[src/rtl/imem_loader_if.sv]
// Byte-stream handshake into the instruction-memory loader.
// The master is the byte source; the slave is the loader.
interface imem_loader_if;
  logic [7:0] byte_in;
  logic       byte_valid;
  logic       byte_ready;

  modport master (output byte_in, output byte_valid, input byte_ready);
  modport slave  (input byte_in, input byte_valid, output byte_ready);
endinterface

[src/rtl/imem_loader.sv]
// Boot loader: packs a big-endian byte stream into 32-bit words and writes them to
// instruction memory from address 0. Holds the core in reset until a checksummed image lands.
module imem_loader #(
  parameter int ADDR_W = 16
) (
  input  logic              clk,
  input  logic              rst_f,
  imem_loader_if.slave      byte_if,
  input  logic              start,
  input  logic [ADDR_W-1:0] word_count,
  output logic              im_we,
  output logic [ADDR_W-1:0] im_addr,
  output logic [31:0]       im_wdata,
  output logic              core_rst_f,
  output logic              busy,
  output logic              done,
  output logic              err
);

  typedef enum logic [2:0] {S_IDLE, S_LOAD, S_CHECK, S_DONE, S_ERR} state_e;

  state_e            state_q;
  logic [ADDR_W-1:0] count_q;
  logic [ADDR_W-1:0] addr_q;
  logic [1:0]        idx_q;
  logic [7:0]        acc_q;
  logic [23:0]       pack_q;
  logic              byte_ready_q;
  logic              im_we_q;
  logic [ADDR_W-1:0] im_addr_q;
  logic [31:0]       im_wdata_q;
  logic              core_rst_f_q;
  logic              busy_q;
  logic              done_q;
  logic              err_q;

  logic              accept;
  logic [7:0]        acc_d;
  logic [31:0]       word_d;
  logic [ADDR_W-1:0] last_addr;

  assign accept    = byte_if.byte_valid && byte_ready_q;
  assign acc_d     = acc_q + byte_if.byte_in;
  assign word_d    = {pack_q, byte_if.byte_in};
  assign last_addr = count_q - ADDR_W'(1);

  // NOTE: state registers use non-blocking assignments and reset asynchronously so every
  // output is at its safe value the instant rst_f falls, without waiting for a clock edge.
  always_ff @(posedge clk or negedge rst_f) begin
    if (!rst_f) begin
      state_q      <= S_IDLE;
      count_q      <= '0;
      addr_q       <= '0;
      idx_q        <= '0;
      acc_q        <= '0;
      pack_q       <= '0;
      byte_ready_q <= 1'b0;
      im_we_q      <= 1'b0;
      im_addr_q    <= '0;
      im_wdata_q   <= '0;
      core_rst_f_q <= 1'b0;
      busy_q       <= 1'b0;
      done_q       <= 1'b0;
      err_q        <= 1'b0;
    end else begin
      im_we_q <= 1'b0;
      case (state_q)
        S_IDLE, S_DONE, S_ERR: begin
          if (start) begin
            count_q      <= word_count;
            addr_q       <= '0;
            idx_q        <= '0;
            acc_q        <= '0;
            byte_ready_q <= 1'b1;
            core_rst_f_q <= 1'b0;
            busy_q       <= 1'b1;
            done_q       <= 1'b0;
            err_q        <= 1'b0;
            state_q      <= (word_count == '0) ? S_CHECK : S_LOAD;
          end
        end
        S_LOAD: begin
          if (accept) begin
            acc_q  <= acc_d;
            idx_q  <= idx_q + 2'd1;
            pack_q <= {pack_q[15:0], byte_if.byte_in};
            // The fourth byte completes a word; the write overlaps acceptance of the next byte.
            if (idx_q == 2'd3) begin
              im_we_q    <= 1'b1;
              im_addr_q  <= addr_q;
              im_wdata_q <= word_d;
              addr_q     <= addr_q + ADDR_W'(1);
              if (addr_q == last_addr) state_q <= S_CHECK;
            end
          end
        end
        S_CHECK: begin
          if (accept) begin
            byte_ready_q <= 1'b0;
            busy_q       <= 1'b0;
            if (acc_d == 8'h00) begin
              state_q      <= S_DONE;
              done_q       <= 1'b1;
              core_rst_f_q <= 1'b1;
            end else begin
              state_q <= S_ERR;
              err_q   <= 1'b1;
            end
          end
        end
        default: state_q <= S_IDLE;
      endcase
    end
  end

  assign byte_if.byte_ready = byte_ready_q;
  assign im_we              = im_we_q;
  assign im_addr            = im_addr_q;
  assign im_wdata           = im_wdata_q;
  assign core_rst_f         = core_rst_f_q;
  assign busy               = busy_q;
  assign done               = done_q;
  assign err                = err_q;

endmodule

[src/flat_wrapper.sv]
// flat-port wrapper written by rule: the top's interface ports become plain ports
module imem_loader_flat 
#(
  parameter int ADDR_W = 16
)
  (clk, rst_f, start, word_count, im_we, im_addr, im_wdata, core_rst_f, busy, done, err, byte_if_byte_in, byte_if_byte_valid, byte_if_byte_ready);
  imem_loader_if byte_if_i ();
  input  logic clk;
  input  logic rst_f;
  input  logic start;
  input  logic [ADDR_W-1:0] word_count;
  output logic im_we;
  output logic [ADDR_W-1:0] im_addr;
  output logic [31:0] im_wdata;
  output logic core_rst_f;
  output logic busy;
  output logic done;
  output logic err;
  input wire logic [$bits(byte_if_i.byte_in)-1:0] byte_if_byte_in;
  input wire logic [$bits(byte_if_i.byte_valid)-1:0] byte_if_byte_valid;
  output wire logic [$bits(byte_if_i.byte_ready)-1:0] byte_if_byte_ready;
  assign byte_if_i.byte_in = byte_if_byte_in;
  assign byte_if_i.byte_valid = byte_if_byte_valid;
  assign byte_if_byte_ready = byte_if_i.byte_ready;
  imem_loader #(.ADDR_W(ADDR_W)) u_core (.clk(clk), .rst_f(rst_f), .byte_if(byte_if_i), .start(start), .word_count(word_count), .im_we(im_we), .im_addr(im_addr), .im_wdata(im_wdata), .core_rst_f(core_rst_f), .busy(busy), .done(done), .err(err));
endmodule
[config.mk]
export PLATFORM = sky130hd
export DESIGN_NAME = imem_loader_flat
export DESIGN_NICKNAME = d
export VERILOG_FILES = /design/src/rtl/imem_loader_if.sv /design/src/rtl/imem_loader.sv /design/src/flat_wrapper.sv
export SDC_FILE = /design/constraint.sdc
export NUM_CORES = 1
export LEC_CHECK = 0
export BUFFER_PORTS_ARGS = -buffer_cell sky130_fd_sc_hd__buf_4
export CAP_MARGIN = 10
export CORE_UTILIZATION = 29
export DETAILED_ROUTE_END_ITERATION = 12
export PLACE_DENSITY = 0.53
export SLEW_MARGIN = 20
export SYNTH_ARGS = -nofsm -noshare
export SYNTH_HDL_FRONTEND = slang
export SYNTH_SLANG_ARGS = --single-unit
[constraint.sdc]
create_clock -name clk -period 4.01 [get_ports clk]
set_input_delay 0.401 -clock clk [delete_from_list [all_inputs] [get_ports clk]]
set_output_delay 0.401 -clock clk [all_outputs]
set_load 0.01 [all_outputs]
-- Word-level counts from Yosys, hierarchy flattened
Index checks and enable logic that the tools add are counted.
- register bits after elaboration: 121
- add/subtract/negate cells: 4
- eq/ne operators: 13
- multiplexer cells: 31
- reduce and logical (&&, ||, !) cells: 16
- operator list (cell ; number):
    16-bit 2-to-1 mux ; 3
    16-bit one-hot mux with 2 select lines ; 1
    3-bit 2-to-1 mux ; 6
    16-bit by 1-bit adder with 16-bit output, second input constant ; 1
    16-bit equality test ; 1
    16-bit zero test ; 1
    8-bit 2-to-1 mux ; 2
    8-bit one-hot mux with 2 select lines ; 1
    16-bit by 1-bit subtractor with 16-bit output, second input constant ; 1
    4-bit AND reduction ; 3
    1-bit 2-to-1 mux ; 10
    2-bit by 1-bit != test with 1-bit output, second input constant ; 5
    3-bit one-hot mux with 3 select lines ; 1
    3-bit AND reduction ; 3
    8-bit adder ; 1
    8-bit zero test ; 1
    3-bit by 2-bit equality test with 1-bit output, second input constant ; 2
    2-bit 2-to-1 mux ; 3
    1-bit one-hot mux with 2 select lines ; 3
    5-bit AND reduction ; 1
    2-bit != test, second input constant ; 2
    2-bit one-hot mux with 2 select lines ; 1
    2-bit AND reduction ; 2
    2-bit nonzero test ; 2
    7 further kinds ; 7

-- Longest topological paths before layout
- depth after elaboration: 6
- depth in mapped cells: 10
- depth with buffers taken out: 10

-- Worst setup path after synthesis
OpenSTA, ideal clock, no wires.
- kind: input -> register
- from: input byte_if_byte_in[0]
- to: register u_core.core_rst_f_q (netlist: u_core.core_rst_f)
- library setup time: 0.078 ns
- data arrival time: 2.833 ns
- data required time: 3.932 ns
- slack: 1.099 ns
- stages: 9
- cells stage by stage: ha_1 -> fa_1 -> a211oi_1 -> nor3_1 -> or3b_1 -> or4_1 -> a211o_1 -> nand3b_2 -> a21oi_1
- cells in the longest elaborated chain, start to end: 4
- RTL lines (item ; line ; RTL):
    from (decl) ; flat_wrapper.sv:19 ; input wire logic [$bits(byte_if_i.byte_in)-1:0] byte_if_byte_in;
    8-bit adder ; imem_loader.sv:43 ; assign acc_d = acc_q + byte_if.byte_in;
    8-bit zero test ; imem_loader.sv:101 ; if (acc_d == 8'h00) begin
    2-bit by 1-bit != test with 1-bit output (no line) ; -- ;
    4-bit AND reduction (no line) ; -- ;
    to (signal assigned) ; imem_loader.sv:61 ; core_rst_f_q <= 1'b0;
    to (signal assigned) ; imem_loader.sv:75 ; core_rst_f_q <= 1'b0;
    to (signal assigned) ; imem_loader.sv:104 ; core_rst_f_q <= 1'b1;
    to (decl) ; imem_loader.sv:32 ; logic core_rst_f_q;
Every way passes these cells.
A chain may end at the register's enable or synchronous reset.

-- Worst setup path in the final report
- from: register u_core.acc_q[0]
- to: register u_core.core_rst_f_q (netlist: u_core.core_rst_f)
- cells in the longest elaborated chain, start to end: 4
- RTL lines (item ; line ; RTL):
    from (decl) ; imem_loader.sv:26 ; logic [7:0] acc_q;
    from (signal assigned) ; imem_loader.sv:55 ; acc_q <= '0;
    from (signal assigned) ; imem_loader.sv:73 ; acc_q <= '0;
    from (signal assigned) ; imem_loader.sv:84 ; acc_q <= acc_d;
    8-bit adder ; imem_loader.sv:43 ;
    8-bit zero test ; imem_loader.sv:101 ;
    2-bit by 1-bit != test with 1-bit output (no line) ; -- ;
    4-bit AND reduction (no line) ; -- ;
Every way passes these cells.

==> key figures <==
Status
  – Status: completed

Synthesis
  – Post-Synth XOR/XNOR Area: 0.0589
  – Post-synth EDFFs: 0
  – Top_reg_cell synth: dfrtp_1
  – Async SR Flop Fraction: 1.00
  – Syn nets: 693
  – Syn Area/Cell: 8.87 µm²
  – Largest area contributor in the netlist: dfrtp_1
  – Synth top area cells: dfrtp_1 (52%), nand2_1 (17%), xnor2_1 (3.0%)
  – Yosys cell types: 60
  – Compound-Gate Fraction of Synth Area: 0.0788
  – Synth warnings: 0
  – Top cell type's share of synthesized area: 0.522
  – Synthesized cell area: 5800 µm²
  – Post-synthesis sequential element count: 121
  – Mapped Cells: 654
  – Synth Area in Adders: 0.0250
  – Post-synth top cells: nand2_1 (270), dfrtp_1 (121), nor2_1 (35)
  – Mux cell area share after synthesis: 0.00712
  – Most frequent cell after synthesis: nand2_1
  – Simple-gate share of the synthesized area: 0.278
  – Seq/Total Area, Yosys: 0.522
  – Largest family of logic cells by synthesized area: simple AND/OR/NAND/NOR gates

Cells and area
  – Final Non-Filler Cells: 1005
  – Fillers: 2038
  – Layout cells sized above 1: 0.177
  – Post-layout nets: 766
  – # diodes: 0
  – Synthesis-to-layout area growth: 25.4%
  – Register Area: 3030 µm²
  – Multi-input gate area: 2600 µm²

GRT
  – Routing usage on met2: 0.227
  – First-pass GRT wire length: 23.6 mm
  – GRT busiest layer: met2
  – Met3 usage: 0.0363
  – Largest net degree at the start of global routing: 71
  – Grt met1 use: 0.206
  – Number of global-route vias before repair: 4498
  – Grt total ovfl: 0
  – GRT Overall Usage: 0.150
  – Initial antenna violation count: 0

Placed design
  – GPL Wtd Cong: 0.814
  – Post-DP HPWL: 9.67 mm
  – Port buffer count: 81
  – Placed instance count: 973
  – Dpl ws: 743 ps

Drt
  – Number of DRC markers in iteration 0: 270
  – Via count: 4557
  – Final ANT Viol Nets: 0
  – DRC viols: 0
  – Post-Route WL: 14.2 mm
  – DR vias/cell: 4.53
  – WL per Instance: 14.1 µm
  – DRT Pass-1 Iters: 4

CTS
  – Num CTS Buffers: 17
  – CTS tree: yes
  – H-tree Lvls: 4
  – Postcts setup bufs: 0
  – CTS hold repair buffers: 0
  – CTS sink count: 121
  – Max clock buf depth: 2
  – Worst-Skew Late Latency: 420 ps
  – Count of cells resized by post-cts repair: 0
  – Root Buffer: clkbuf_16
  – Reg clk slew, reported paths: 60 ps

Worst setup path
  – Worst R2R End: u_core.core_rst_f$_DFFE_PN0P_
  – Worst-case reg-to-reg path depth: 9
  – Startpoint Class: register
  – FF-to-FF Start: u_core.acc_q[0]$_DFFE_PN0P_
  – R2R setup slack: 890 ps
  – Critical path peak fanout: 4
  – Setup crit end kind: register
  – CP Class: register to register
  – Critical path arrival: 3460 ps
  – CP Data Required Time: 4350 ps

Floorplanning
  – Starting Density: 0.297
  – Core box area: 19500 µm²
  – I/O Pins: 82
  – Die Ht: 143 µm
  – Die Wd: 143 µm
  – Die area: 20600 µm²
  – Rows: 51

Timing
  – # setup viols final: 0
  – Clock Skews: 12.2 ps
  – Worst slew margin: 0.389
  – Slew Viols, Final: 0
  – Setup TNS Final: 0 ps
  – Worst Tran Pin Value: 916 ps
  – Final Critical Period: 3120 ps
  – RSZ-0062 raised after global routing: false
  – Fin crit share: 0.779
  – Fmax: 320 MHz
  – Fin worst setup slack: 888 ps
  – Endpoints failing hold: 0

Power
  – Pwr dens: 659 nW/µm²
  – LEAKAGE: 3.69 nW
  – Worst IR Drop VDD: 317 µV

Hold path
  – Min-Delay Path Class: input pin to async pin

Run
  – Max_cap viols: 0
kinds of logic (layout without fill, tap and decap cells):
group / after synthesis / after routing
adder cells (fa/ha/maj): 11 / 11
flip-flops: 121 / 121
multiplexers: 4 / 4
XOR/XNOR: 39 / 39
AND/OR/NAND/NOR: 374 / 374
AO/OA/AOI/OAI: 63 / 63
buffers and inverters: 42 / 128
state kept, by name (all words and copies together) (netlist names):
| signal | flops |
|---|---|
| u_core.im_wdata | 32 |
| u_core.pack_q | 24 |
| u_core.addr_q | 16 |
| u_core.count_q | 16 |
| u_core.im_addr | 16 |
| u_core.acc_q | 8 |
| u_core.state_q | 3 |
| u_core.idx_q | 2 |
| u_core.byte_if.byte_ready | 1 |
| u_core.core_rst_f | 1 |
| u_core.err | 1 |
| u_core.im_we | 1 |
per-stage QoR:
step / hold slack [ps] / utilization / instance area [µm²] / power (W)
2_1_floorplan: 105 / - / 5800 / 0.00279
3_3_place_gp: 450 / 0.341 / 6660 / 0.00324
3_5_place_dp: 456 / 0.341 / 6660 / 0.00324
4_1_cts: 148 / 0.372 / 7270 / 0.00484
5_1_grt: 186 / 0.372 / 7270 / 0.00513
6_report: 106 / 0.372 / 7270 / 0.00479
area by class of cell:
cell class	count	area share
sequential	121	0.416
multi-input combinational	491	0.358
timing repair buffer	87	0.0916
clock buffer	18	0.0604
tap	265	0.0456
clock inverter	14	0.0234
inverter	9	0.00465
per-layer routing:
| metal | up-vias | share of wire |
|---|---|---|
| met5 | - | 0 |
| met4 | 0 | 0.013 |
| met3 | 16 | 0.039 |
| met2 | 77 | 0.45 |
| met1 | 2149 | 0.50 |
| li1 | 2315 | - |
cell usage in the layout (no fill, tap or decap), types with 7 or more instances in the layout:
cell type	count
buf_4	86
a22o_1	8
clkbuf_16	17
o21ai_0	13
nor4_1	7
xnor2_1	20
a21oi_1	12
nand3_1	16
inv_1	9
xor2_1	19
ha_1	10
nand2_1	270
dfrtp_1	121
nor2_1	34
power by group:
group / internal (W) / switching, W / total [W]
sequential: 0.00152 / 0.000301 / 0.00182
clock: 0.000995 / 0.000578 / 0.00157
combinational: 0.000613 / 0.000784 / 0.00140
total: 0.00313 / 0.00166 / 0.00479
how the worst max path moves through the flow:
stage,startpoint,to,slack [ps],depth (start not counted)
5_1_grt,u_core.acc_q[0]$_DFFE_PN0P_,u_core.core_rst_f$_DFFE_PN0P_,690,9
3_3_place_gp,byte_if_byte_in[0],u_core.core_rst_f$_DFFE_PN0P_,810,10
4_1_cts,u_core.acc_q[0]$_DFFE_PN0P_,u_core.core_rst_f$_DFFE_PN0P_,870,9
3_5_place_dp,byte_if_byte_in[0],u_core.core_rst_f$_DFFE_PN0P_,740,10
2_1_floorplan,byte_if_byte_in[0],u_core.core_rst_f$_DFFE_PN0P_,1100,9
6_report,u_core.acc_q[0]$_DFFE_PN0P_,u_core.core_rst_f$_DFFE_PN0P_,890,9
worst max-delay path: stages, from the launching register on:
cell,delay (ps)
dfrtp_1,370
ha_1,220
fa_1,430
a211oi_1,310
nor3_1,90
or3b_1,370
or4_1,500
a211o_1,350
nand3b_2,240
a21oi_1,160
Note: power is estimated with default switching activity, not from simulation.
